--- src/rtl/pc_gen.sv ---
// pc_gen -- instruction fetch program-counter generator.
//
// Produces the fetch address for instruction memory. After reset it spends
// one BOOT cycle with no fetch request, then enters RUN. In RUN the PC moves
// only when it is not stalled and the memory grants the request (an
// "advance"). The next PC comes from the control-transfer type of the
// instruction currently at pc_o. A target that is not 4-byte aligned
// redirects to TRAP_VECTOR, latches the faulting PC into mepc_o and raises
// a one-cycle misalign_o pulse.
//
// Ports
//   clk             clock; all state updates on its rising edge
//   reset           synchronous, active-high reset
//   stall_i         pipeline stall; freezes PC, counter and mepc
//   opcode_i        opcode of the instruction at pc_o
//   branch_taken_i  branch comparator result for the instruction at pc_o
//   imm_i           sign-extended immediate for the instruction at pc_o
//   rs1_i           rs1 operand used by JALR
//   imem_req_o      fetch request to instruction memory
//   imem_gnt_i      instruction memory accepts the current request
//   pc_o            current fetch address
//   pc_plus4_o      pc_o + 4, link value for JAL/JALR
//   misalign_o      one-cycle pulse after a misaligned control transfer
//   mepc_o          pc_o of the instruction that raised the last misalign
//   instr_cnt_o     number of advances since reset (wraps)
//
// state | meaning
// ------+---------------------------------------------------------------
// BOOT  | first cycle after reset; no fetch request, grants ignored
// RUN   | normal fetch; request whenever not stalled, advance on grant

module pc_gen #(
   parameter int unsigned       XLEN         = 32,
   parameter logic [XLEN-1:0]   RESET_VECTOR = 32'h0000_0000,
   parameter logic [XLEN-1:0]   TRAP_VECTOR  = 32'h0000_0100
) (
   input  logic              clk,
   input  logic              reset,
   input  logic              stall_i,
   input  logic [6:0]        opcode_i,
   input  logic              branch_taken_i,
   input  logic [XLEN-1:0]   imm_i,
   input  logic [XLEN-1:0]   rs1_i,
   output logic              imem_req_o,
   input  logic              imem_gnt_i,
   output logic [XLEN-1:0]   pc_o,
   output logic [XLEN-1:0]   pc_plus4_o,
   output logic              misalign_o,
   output logic [XLEN-1:0]   mepc_o,
   output logic [XLEN-1:0]   instr_cnt_o
);

   localparam logic [6:0] OPC_BRANCH = 7'b1100011;
   localparam logic [6:0] OPC_JAL    = 7'b1101111;
   localparam logic [6:0] OPC_JALR   = 7'b1100111;

   typedef enum logic {
      ST_BOOT = 1'b0,
      ST_RUN  = 1'b1
   } state_t;

   state_t            state_q;
   logic [XLEN-1:0]   pc_q;
   logic [XLEN-1:0]   mepc_q;
   logic [XLEN-1:0]   cnt_q;
   logic              misalign_q;

   logic [XLEN-1:0]   pc_plus4;
   logic [XLEN-1:0]   pc_rel;
   logic [XLEN-1:0]   jalr_sum;
   logic [XLEN-1:0]   target;
   logic              target_misaligned;
   logic              advance;

   // All adders are XLEN wide, so carries out of the top bit are dropped
   // and the PC wraps naturally.
   assign pc_plus4 = pc_q + XLEN'(4);
   assign pc_rel   = pc_q + imm_i;
   assign jalr_sum = rs1_i + imm_i;

   always_comb begin
      target = pc_plus4;
      if (opcode_i == OPC_JAL) begin
         target = pc_rel;
      end else if (opcode_i == OPC_BRANCH && branch_taken_i) begin
         target = pc_rel;
      end else if (opcode_i == OPC_JALR) begin
         target = jalr_sum & ~XLEN'(1);
      end
   end

   // pc_q stays word aligned, so the pc+4 path can never trip this check.
   assign target_misaligned = (target[1:0] != 2'b00);

   // Grants seen in BOOT or while stalled are dropped here.
   assign advance = (state_q == ST_RUN) && !stall_i && imem_gnt_i;

   always_ff @(posedge clk) begin
      if (reset) begin
         state_q    <= ST_BOOT;
         pc_q       <= RESET_VECTOR;
         mepc_q     <= '0;
         cnt_q      <= '0;
         misalign_q <= 1'b0;
      end else begin
         // misalign is a single-cycle pulse regardless of what follows
         misalign_q <= 1'b0;
         case (state_q)
            ST_BOOT: begin
               state_q <= ST_RUN;
            end
            ST_RUN: begin
               if (advance) begin
                  cnt_q <= cnt_q + XLEN'(1);
                  if (target_misaligned) begin
                     pc_q       <= TRAP_VECTOR;
                     mepc_q     <= pc_q;
                     misalign_q <= 1'b1;
                  end else begin
                     pc_q <= target;
                  end
               end
            end
            default: begin
               state_q <= ST_BOOT;
            end
         endcase
      end
   end

   // The request follows stall_i within the cycle so memory never sees a
   // request that the PC logic would then refuse to act on.
   assign imem_req_o  = (state_q == ST_RUN) && !stall_i;
   assign pc_o        = pc_q;
   assign pc_plus4_o  = pc_plus4;
   assign misalign_o  = misalign_q;
   assign mepc_o      = mepc_q;
   assign instr_cnt_o = cnt_q;

endmodule

--- config.mk ---
export PLATFORM = sky130hd
export DESIGN_NAME = pc_gen
export DESIGN_NICKNAME = d
export VERILOG_FILES = /design/src/rtl/pc_gen.sv
export SDC_FILE = /design/constraint.sdc
export NUM_CORES = 1
export LEC_CHECK = 0
export CAP_MARGIN = 0
export CORE_MARGIN = 4
export CORE_UTILIZATION = 54
export DETAILED_ROUTE_END_ITERATION = 12
export GPL_TIMING_DRIVEN = 0
export PLACE_DENSITY = 0.88
export SYNTH_ARGS = -nofsm -noshare
export SYNTH_HDL_FRONTEND = slang
export SYNTH_SLANG_ARGS = --single-unit
export TNS_END_PERCENT = 30
--- constraint.sdc ---
create_clock -name clk -period 5.4 [get_ports clk]
set_input_delay 0.81 -clock clk [delete_from_list [all_inputs] [get_ports clk]]
set_output_delay 0.81 -clock clk [all_outputs]
set_load 0.05 [all_outputs]
==> summary.md <==
| Metric | Value |
|---|---|
| Status | `complete, no violations` |
| Mapped Cells | `1019` |
| Worst path required time | `about 4600 ps` |
| Hold_buf cts | `0` |
| Fmax | `approximately 230 MHz` |
| Distinct cells, synth | `74` |
| FP Rows | `43` |
| Post-synth EDFFs | `0` |
| Residual DRC count | `0` |
| Via count | `8560` |
| Final instance area | `10300 µm²` |
| Setup TNS | `0 ps` |
| Dominant synthesized flop cell | `dfxtp_1` |
| CTS buffer count | `9` |
| Die Wd | `128 µm` |
| Pwr/cell area | `169 nW/µm²` |
| Global placement routability congestion | `0.955` |
| Setup WS post-layout | `1020 ps` |
| Clk slew on worst S/H paths | `60 ps` |
| Placed cell area | `10000 µm²` |
| Commonest cells after routing, fill and taps aside | `clkdlybuf4s50_1, nand2_1, a21oi_1` |
| Net Count, Synth | `between 1000 and 1500` |
| TritonCTS clock tree | `yes` |
| Hold Vio Cnt, Final | `0` |
| N_diodes | `0` |
| PortBufs | `roughly 200` |
| GR Overflow Total | `0` |
| H-tree depth | `3` |
| Cts repair resizes | `0` |
| Fillers | `1044` |
| Min cycle time layout | `4380 ps` |
| # IOs | `206` |
| Clock tree buffer depth | `2` |
| Die Y | `128 µm` |
| Drt first pass iters | `6` |
| Crit-path max FO | `7` |
| GRT Util Overall | `29.9%` |
| Most common cell after layout, fill and taps aside | `clkdlybuf4s50_1` |
| Share of cells above drive strength 1 | `under 10%` |
| Max-cap check violation count | `0` |
| Area growth from synthesis to layout | `33.2%` |
| Synth Register Bits | `98` |
| Antenna violations before repair | `0` |
| Min-Delay Path Depth | `2` |
| Pin count of the biggest net entering global routing | `19` |
| Crit-path max cell delay | `860 ps` |
| Nets | `1377` |
| Final setup fails | `0` |
| Final ANT Viol Nets | `0` |
| Worst path cell trace | `clkbuf_1 -> and4_1 -> and4_1 -> and2_1 -> clkbuf_1 -> nand2_1 -> nor3_1 -> xor2_1 -> clkdlybuf4s50_1` |
| CP Depth | `9` |
| Core ar. | `roughly 14000 µm²` |
| Max Clock Skew | `8.18 ps` |
| DIE AREA | `16300 µm²` |
| Ys async rst share | `0%` |
| Wire length per cell | `17.9 µm` |
| Vias in the first global route | `between 7000 and 8000` |
| DR iter-0 viols | `859` |
| CP top delay family | `buffers and inverters` |
| RSZ-0062 raised after global routing | `no` |
| Sequential share of the synthesized area | `25.4%` |
| Startpoint type of the worst setup path | `flip-flop` |
| DR vias/cell | `around 6` |
| Post-Route WL | `25.4 mm` |
| Synth warn | `0` |
| Worst rel slew slack | `32.1%` |
| Hpwl dp | `20.4 mm` |
| Worst slew pin tran | `between 900 and 1000 ps` |
| Pre-CTS setup slack | `862 ps` |
| # clock sinks | `98` |
| Final worst path period share | `81.0%` |
| Slowest stage cell on the critical path | `clkdlybuf4s50_1` |
| First-pass GRT wire length | `39.6 mm` |
| Initial core utilization | `55.4%` |
| Syn Area/Cell | `7.58 µm²` |
| Crit. End Element | `output port` |
| Worst path arrival time | `between 3000 and 4000 ps` |
| CP Class | `flip-flop to output port` |
| Clk_lat worst skew | `340 ps` |
| Root Driver | `clkbuf_16` |
| Worst min path class | `flip-flop to flip-flop` |
| Max Slew Vio Count | `0` |
| Max VDD drop | `between 0.15 and 0.2 mV` |
| Netlist Area Pre-Place | `7730 µm²` |
| R2R depth | `11` |
| Setup Fix Bufs, Post-CTS | `0` |
| Pleak | `4.03 nW` |
| Worst Path Buf+Inv | `3` |
==> routing by layer <==
| metal | vias to the layer above | routed length [µm] | global-route usage [%] | part of all wire [%] |
|---|---|---|---|---|
| met3 | 51 | 2490 | 3.89 | 9.8 |
| met4 | 0 | 527 | 7.49 | 2.1 |
| met1 | 3893 | 10800 | 41.4 | 43 |
| met5 | - | 0 | 0 | 0 |
| met2 | 486 | 11600 | 49.7 | 45 |
| li1 | 4130 | - | - | - |
==> sequential cells by signal, summed over array words and instances, names as in the netlist <==
name         cells
misalign_o       1
mepc_o          32
instr_cnt_o     32
state_q          1
pc_o            32
==> worst min-delay path, delay by kind of cell, from the launching register on <==
family / cells / cell delay [ps]
flip-flops: 1 / 310
AND/OR/NAND/NOR: 1 / 50
AO/OA/AOI/OAI: 1 / 50
==> cells by family after synthesis <==
group	count (synthesis)	share of synthesized area, %
and+or+nand+nor	376	22.5
AOI/OAI and AO/OA	314	26.1
xor gates and xnor gates	106	12.0
DFF	98	25.4
adders and majority gates	65	10.7
buffers and inverters	57	2.90
muxes	3	0.405
==> area by class of cell <==
cell class	count	area (µm²)	share of cell area (%)
Timing Repair Buffer	206	2060	20.0
Clock inverter	7	58.8	0.571
Buffer	38	153	1.48
Sequential cell	98	1960	19.1
Clock buffer	9	225	2.19
Tap cell	180	225	2.19
Multi-Input combinational cell	864	5540	53.8
Inverter	19	71.3	0.693
==> synthesized netlist by cell type, types with 3 or more instances <==
library cell | n | area (µm²)
nor3_1 | 11 | 55.1
o41ai_1 | 3 | 26.3
and4_1 | 7 | 61.3
o22ai_1 | 3 | 18.8
a222oi_1 | 7 | 70.1
clkbuf_1 | 34 | 128
or2_2 | 4 | 25.0
a221o_1 | 6 | 60.1
nor4_1 | 3 | 18.8
a21boi_1 | 4 | 30.0
dfxtp_1 | 98 | 1960
a31oi_1 | 4 | 25.0
o21ai_0 | 33 | 165
xnor2_1 | 48 | 420
o221ai_1 | 3 | 26.3
a21oi_1 | 109 | 546
nor2b_1 | 5 | 31.3
o31ai_1 | 5 | 37.5
o211ai_1 | 7 | 52.6
a22oi_1 | 6 | 45.0
and2_1 | 12 | 75.1
nand4_1 | 16 | 100
xor2_1 | 58 | 508
nand2_1 | 155 | 582
a21o_1 | 27 | 203
nor3b_1 | 4 | 30.0
a211oi_1 | 12 | 90.1
o21ai_1 | 35 | 175
ha_1 | 63 | 788
inv_1 | 19 | 71.3
nand3_1 | 30 | 150
nand2b_1 | 4 | 25.0
o21a_1 | 10 | 75.1
o21bai_1 | 11 | 82.6
nor2_1 | 85 | 319
or3_1 | 8 | 50.1
and3_1 | 22 | 138
==> final timing paths <==
check | slack (ps) | startpoint | end
worst max register to register | 1670 | pc_o[0]$_SDFFE_PP0P_ | pc_o[27]$_SDFFE_PP0P_
worst min register to register | 450 | mepc_o[8]$_SDFFE_PP0P_ | mepc_o[8]$_SDFFE_PP0P_
worst max-delay path | 1020 | pc_o[6]$_SDFFE_PP0P_ | pc_plus4_o[30]
worst min-delay path | 450 | mepc_o[8]$_SDFFE_PP0P_ | mepc_o[8]$_SDFFE_PP0P_
==> power breakdown <==
part | internal, W | switching [W]
sequential | 0.000724 | 0.00000434
clock | 0.000320 | 0.000289
combinational | 0.000173 | 0.000230
==> through the flow <==
step                      cells  power [W]  hold WS, ps  utilization, %
after detailed placement   1405    0.00114          446            71.8
after global routing       1421    0.00181          477            73.9
after floorplan            1019   0.000995          674               -
after CTS                  1421    0.00174          455            73.9
after global placement     1404    0.00113          441            71.8
final                      1421    0.00174          452            73.9
No activity file was read; power rests on OpenSTA's default activity.
